--- src/rtl/bp_me_pkg.sv ---
// Shared memory-engine types and width helpers for the wormhole mem_cmd path.
`ifndef BSG_CDIV
`define BSG_CDIV(x, y) (((x) + (y) - 1) / (y))
`endif
`ifndef BSG_SAFE_CLOG2
`define BSG_SAFE_CLOG2(x) (((x) == 1) ? 1 : $clog2(x))
`endif
`ifndef BP_MEM_WORMHOLE_PACKET_WIDTH
`define BP_MEM_WORMHOLE_PACKET_WIDTH 620
`endif

package bp_me_pkg;

    typedef enum logic [0:0] {
        e_idle = 1'b0,
        e_send = 1'b1
    } bp_me_wh_tx_state_e;

endpackage

--- src/rtl/bp_me_wormhole_flit_counter.sv ---
// Flit index counter shared by the wormhole flit transmitter and receive-side assembler.
module bp_me_wormhole_flit_counter #(
    parameter int cnt_width_p = 4
) (
    input  logic                   clk_i,
    input  logic                   reset_i,
    input  logic                   clear_i,
    input  logic                   up_i,
    input  logic [cnt_width_p-1:0] last_cnt_i,
    output logic [cnt_width_p-1:0] cnt_o,
    output logic                   last_o
);

    logic [cnt_width_p-1:0] r_cnt;
    logic [cnt_width_p-1:0] r_last;

    // Saturates at the loaded last index so the count never wraps inside a packet.
    always_ff @(posedge clk_i or posedge reset_i) begin
        if (reset_i) begin
            r_cnt  <= '0;
            r_last <= '0;
        end else if (clear_i) begin
            r_cnt  <= '0;
            r_last <= last_cnt_i;
        end else if (up_i && !last_o) begin
            r_cnt <= r_cnt + cnt_width_p'(1);
        end
    end

    assign cnt_o  = r_cnt;
    assign last_o = (r_cnt == r_last);

endmodule

--- src/rtl/bp_me_wormhole_mem_cmd_flit_tx.sv ---
// Serializes one mem_cmd wormhole packet into len+1 flits, lowest flit first.
// Define BP_ME_WH_TX_STATS_EN to build the packet/flit statistics counters.
`ifndef BSG_CDIV
`define BSG_CDIV(x, y) (((x) + (y) - 1) / (y))
`endif
`ifndef BSG_SAFE_CLOG2
`define BSG_SAFE_CLOG2(x) (((x) == 1) ? 1 : $clog2(x))
`endif
`ifndef BP_MEM_WORMHOLE_PACKET_WIDTH
`define BP_MEM_WORMHOLE_PACKET_WIDTH 620
`endif

module bp_me_wormhole_mem_cmd_flit_tx
    import bp_me_pkg::*;
#(
    parameter int flit_width_p   = 64,
    parameter int cord_width_p   = 7,
    parameter int len_width_p    = 4,
    parameter int packet_width_p = `BP_MEM_WORMHOLE_PACKET_WIDTH
) (
    input  logic                      clk_i,
    input  logic                      reset_i,
    input  logic [packet_width_p-1:0] packet_i,
    input  logic                      packet_v_i,
    output logic                      packet_ready_o,
    output logic [flit_width_p-1:0]   link_data_o,
    output logic                      link_v_o,
    input  logic                      link_ready_i,
    output logic                      len_err_o,
    output logic [31:0]               packet_count_o,
    output logic [31:0]               flit_count_o
);

    localparam int max_flits_lp = `BSG_CDIV(packet_width_p, flit_width_p);
    localparam int max_len_lp   = max_flits_lp - 1;
    localparam int cnt_width_lp = `BSG_SAFE_CLOG2(max_flits_lp);
    localparam int pad_width_lp = max_flits_lp * flit_width_p;

    bp_me_wh_tx_state_e r_state, w_state_n;

    logic [max_flits_lp-1:0][flit_width_p-1:0] r_pkt;
    logic [pad_width_lp-1:0]                   w_pkt_pad;
    logic [len_width_p-1:0]                    w_len;
    logic [cnt_width_lp-1:0]                   w_last_cnt;
    logic [cnt_width_lp-1:0]                   w_flit_cnt;
    logic                                      w_accept;
    logic                                      w_flit_hs;
    logic                                      w_last_flit;
    logic                                      w_len_over;
    logic                                      r_len_err;

    assign w_accept   = packet_v_i & packet_ready_o;
    assign w_len      = packet_i[cord_width_p +: len_width_p];
    assign w_len_over = (32'(w_len) > max_len_lp);
    assign w_last_cnt = cnt_width_lp'(w_len_over ? max_len_lp : 32'(w_len));

    always_comb begin
        w_pkt_pad = '0;
        w_pkt_pad[packet_width_p-1:0] = packet_i;
    end

    always_ff @(posedge clk_i) begin
        if (w_accept) r_pkt <= w_pkt_pad;
    end

    bp_me_wormhole_flit_counter #(
        .cnt_width_p(cnt_width_lp)
    ) u_flit_counter (
        .clk_i      (clk_i),
        .reset_i    (reset_i),
        .clear_i    (w_accept),
        .up_i       (w_flit_hs),
        .last_cnt_i (w_last_cnt),
        .cnt_o      (w_flit_cnt),
        .last_o     (w_last_flit)
    );

    always_ff @(posedge clk_i or posedge reset_i) begin
        if (reset_i) r_state <= e_idle;
        else         r_state <= w_state_n;
    end

    always_comb begin
        w_state_n = r_state;
        case (r_state)
            e_idle:  if (packet_v_i) w_state_n = e_send;
            e_send:  if (link_ready_i && w_last_flit) w_state_n = e_idle;
            default: w_state_n = e_idle;
        endcase
    end

    // Ready is a pure state decode, so it never depends on link_ready_i.
    always_comb begin
        packet_ready_o = (r_state == e_idle);
        link_v_o       = (r_state == e_send);
        link_data_o    = link_v_o ? r_pkt[w_flit_cnt] : '0;
        w_flit_hs      = link_v_o & link_ready_i;
    end

    always_ff @(posedge clk_i or posedge reset_i) begin
        if (reset_i)                     r_len_err <= 1'b0;
        else if (w_accept && w_len_over) r_len_err <= 1'b1;
    end

    assign len_err_o = r_len_err;

`ifdef BP_ME_WH_TX_STATS_EN
    logic [31:0] r_packet_count;
    logic [31:0] r_flit_count;

    always_ff @(posedge clk_i or posedge reset_i) begin
        if (reset_i) begin
            r_packet_count <= '0;
            r_flit_count   <= '0;
        end else if (w_flit_hs) begin
            r_flit_count <= r_flit_count + 32'd1;
            if (w_last_flit) r_packet_count <= r_packet_count + 32'd1;
        end
    end

    assign packet_count_o = r_packet_count;
    assign flit_count_o   = r_flit_count;
`else
    assign packet_count_o = 32'b0;
    assign flit_count_o   = 32'b0;
`endif

endmodule

--- config.mk ---
export PLATFORM = sky130hd
export DESIGN_NAME = bp_me_wormhole_mem_cmd_flit_tx
export DESIGN_NICKNAME = d
export VERILOG_FILES = /design/src/rtl/bp_me_pkg.sv /design/src/rtl/bp_me_wormhole_flit_counter.sv /design/src/rtl/bp_me_wormhole_mem_cmd_flit_tx.sv
export SDC_FILE = /design/constraint.sdc
export NUM_CORES = 1
export LEC_CHECK = 0
export CAP_MARGIN = 15
export CORE_AREA = 10 10 285 287
export DETAILED_ROUTE_END_ITERATION = 10
export DIE_AREA = 0 0 295 297
export PLACE_DENSITY_LB_ADDON = 0.1
export RECOVER_POWER = 100
export SLEW_MARGIN = 20
export SYNTH_ARGS = -nofsm -noshare
export SYNTH_HDL_FRONTEND = slang
export SYNTH_SLANG_ARGS = --single-unit
--- constraint.sdc ---
create_clock -name clk_i -period 17.55 [get_ports clk_i]
set_clock_uncertainty 0.2 [all_clocks]
set_input_delay 2.6325 -clock clk_i [delete_from_list [all_inputs] [get_ports clk_i]]
set_output_delay 2.6325 -clock clk_i [all_outputs]
set_load 0.1 [all_outputs]
==> impl_metrics.yaml <==
outcome:
  outcome: "complete, but fails checks"
  violations: "max-capacitance violations, max-slew violations"
flow_run:
  drv_cap: 6
yosys:
  yosysWarnings: 0
  netlist_area_um2: 24710
  yosysSeqAreaShare: 0.7634
  ys_top_cells_by_area: "edfxtp_1 75%, mux4_2 5.8%, mux2i_1 5.3%"
  syn_inst: 1307
  synth_cell_types: 31
  synth_top_area_cell: "edfxtp_1"
  avgSynthCellArea_um2: 18.91
  synth.top_cell.area_share: 0.7533
  ys_ff_latch: 630
die:
  die_h_um: 297
  ioPinCount: 755
  die_w_um: 295
  core-area_um2: 75440
  start_util: 0.3276
  dieArea_um2: 87620
  row_count: 101
sta:
  rsz0062_at_grt: "false"
  hold_viol: 0
  finalSetupViolCount: 0
  worst_slew_pin_slew_ns: 5.632
  finalMaxSlewViolations: 383
  min_period_over_period: 0.7205
  fin_tns_setup_ns: 0
  relSlewSlack: -2.775
  fmax_mhz: 79.08
  min_period_ns: 12.64
pwr:
  peakVddDrop_v: 0.0001578
  switching_power_mw: 2.670
  clockPowerShare: 0.242
  switching_share: 0.4410
  power.density_nw_per_um2: 173.9
  p_total_mw: 6.053
  leakage_nw: 11.74
  p_comb_frac: 0.443
  intPower_mw: 3.383
  seq_power_share: 0.315
layout:
  multi_input_area_um2: 5169
  drive_gt1_frac: 0.1103
  final_nets: 2636
  seq_area_um2: 18880
  layout_common_cells: "687 x dlygate4sd3_1, 620 x edfxtp_1, 130 x mux2i_1"
  syn2layout_area_growth_pct: 40.86
  layout_commonest_cell: "dlygate4sd3_1"
  fill_cells: 6564
  layout.cells.non_filler: 3110
clock_tree:
  cts_htree_levels: 3
  cts_setup_buffers: 0
  cts_buffers: 73
  clockBufferDepth: 3
  clk_pin_slew_ns: 0.06
  ctsResizeCount: 0
  cts_hold_buf: 0
  clk_latency_ns: 0.61
  clk_root_buffer_cell: "clkbuf_16"
  cts_sinks: 630
  cts_tree: "yes"
setup_path:
  worst-path-buf-inv: 3
  cpMaxStageDelayCell: "clkbuf_1"
  critPathLaunchType: "flip-flop"
  critical_path.top_delay_family: "buffers and inverters"
  r2r-end: "r_pkt[346]"
  slowest_delay_ns: 2.42
  worstPathArrival_ns: 9.81
  r2r_slack_ns: 7.55
  crit_end: "link_data_o[42]"
  end_kind: "output pin"
  r2r_cells: 6
  cp-startpoint: "u_flit_counter.cnt_o[2]"
  crit_cells: 7
  reg2reg_from: "link_v_o"
  critPathMostFrequentCell: "clkbuf_1"
  path_class: "reg2out"
  cp_max_fo: 50
  critPathRequiredTime_ns: 14.72
  crit_path_cell_trace: "clkbuf_1 > and2_0 > clkbuf_1 > a221oi_1 > o21ai_0 > a21oi_1 > dlygate4sd3_1"
routing:
  antenna_left: 0
  drtPass1Iterations: 7
  wire_per_inst_um: 27.31
  vias_per_cell: 4.769
  route.met3.wl_um: 7228
  drt_iter0_markers: 953
  drcViolationCount: 0
  wl_met2_um: 43590
  top_layer: "met5"
  vias: 14830
  wl_met1_um: 30970
  wl_um: 84920
place:
  port_buffers: 690
  dpl.cell_count: 2912
  place.gp.congestion: 0.8225
  hpwl_um: 61060
grt:
  grt_max_degree: 208
  track_usage: 0.1889
  grt_pass1_vias: 15890
  grt_pass1_wl_um: 117800
  gr-total-overflow: 0
  antenna_found_initial: 145
worst_hold_path:
  min-delay-path-class: "reg2reg"
==> layer usage <==
| metal | up-vias | track usage |
|---|---|---|
| met4 | 40 | 0.06811 |
| li1 | 6624 | - |
| met3 | 264 | 0.06737 |
| met2 | 659 | 0.3326 |
| met1 | 7245 | 0.2061 |
| met5 | - | 0 |
==> state kept, by name (all words and copies together), names as in the netlist <==
signal	count
r_pkt	620
len_err_o	1
u_flit_counter.cnt_o	4
u_flit_counter.r_last	4
link_v_o	1
==> synthesized netlist by cell type (all sizes together) <==
| cell | n |
|---|---|
| and2 | 1 |
| nor4b | 1 |
| mux2i | 130 |
| a221oi | 64 |
| o21ai | 66 |
| inv | 3 |
| mux4 | 64 |
| nor2b | 1 |
| a21oi | 65 |
| nand2 | 78 |
| nor2 | 3 |
| clkbuf | 41 |
| xnor2 | 5 |
| nor3b | 1 |
| buf | 101 |
| dfrtp | 10 |
| ha | 1 |
| mux2 | 44 |
| nand3 | 1 |
| edfxtp | 620 |
| o22a | 1 |
| conb | 1 |
| o21bai | 1 |
| nand4 | 1 |
| nand3b | 2 |
| a41oi | 1 |
==> how the worst min path moves through the flow <==
stage / start / endpoint / slack (ns) / depth (start not counted)
finish: len_err_o / len_err_o / 0.28 / 1
global route: len_err_o / len_err_o / 0.33 / 1
CTS: len_err_o / len_err_o / 0.29 / 1
detailed placement: len_err_o / len_err_o / 0.27 / 1
global placement: len_err_o / len_err_o / 0.27 / 1
floorplan: u_flit_counter.r_last[1] / u_flit_counter.r_last[1] / 0.26 / 2
==> kinds of logic after synthesis <==
| kind of cell | count (synthesis) | synth area share |
|---|---|---|
| multiplexers | 238 | 0.1310 |
| adder cells (fa/ha/maj) | 1 | 0.0005062 |
| buffers and inverters | 145 | 0.03761 |
| AND/OR/NAND/NOR | 89 | 0.01498 |
| XOR/XNOR | 5 | 0.001772 |
| other | 1 | 0.0001517 |
| flip-flops | 630 | 0.7634 |
| AO/OA/AOI/OAI | 198 | 0.05052 |
==> cell type report <==
cell class                      count  share of cell area
Sequential cell                   630              0.5424
Timing Repair Buffer              708              0.2035
Inverter                            3           0.0003953
Multi-Input combinational cell    595              0.1485
Antenna cell                       65            0.004672
Clock buffer                       95             0.05546
Tap cell                          978             0.03515
Clock inverter                     36            0.009991
==> power groups by stage <==
stage                     combinational (mW)  clock [mW]  sequential, mW
after floorplan                         2.07           0            1.99
after global placement                  2.81           0            1.93
after detailed placement                2.81           0            1.93
after CTS                               2.82        1.51            1.90
after global routing                    2.81        1.57            1.92
final                                   2.68        1.46            1.91
==> metrics by stage <==
step	util	hold WS, ns	worst slack, ns	instance area (µm²)
after floorplan	-	0.2596	1.623	24950
after detailed placement	0.4291	0.2691	9.494	32370
final	0.4614	0.2829	4.905	34810
after global routing	0.4605	0.3256	4.459	34740
after global placement	0.4291	0.2670	9.548	32370
after CTS	0.4593	0.2925	8.819	34650
==> worst reg2reg max path, cell delays in order (launching register included) <==
cell and delay [ns]:
dfrtp_1 0.41, clkinv_2 0.55, nand2_1 0.57, clkinvlp_2 4.21, clkbuf_1 2.24, buf_16 0.73, buf_6 0.67
No activity file was read; power rests on OpenSTA's default activity.
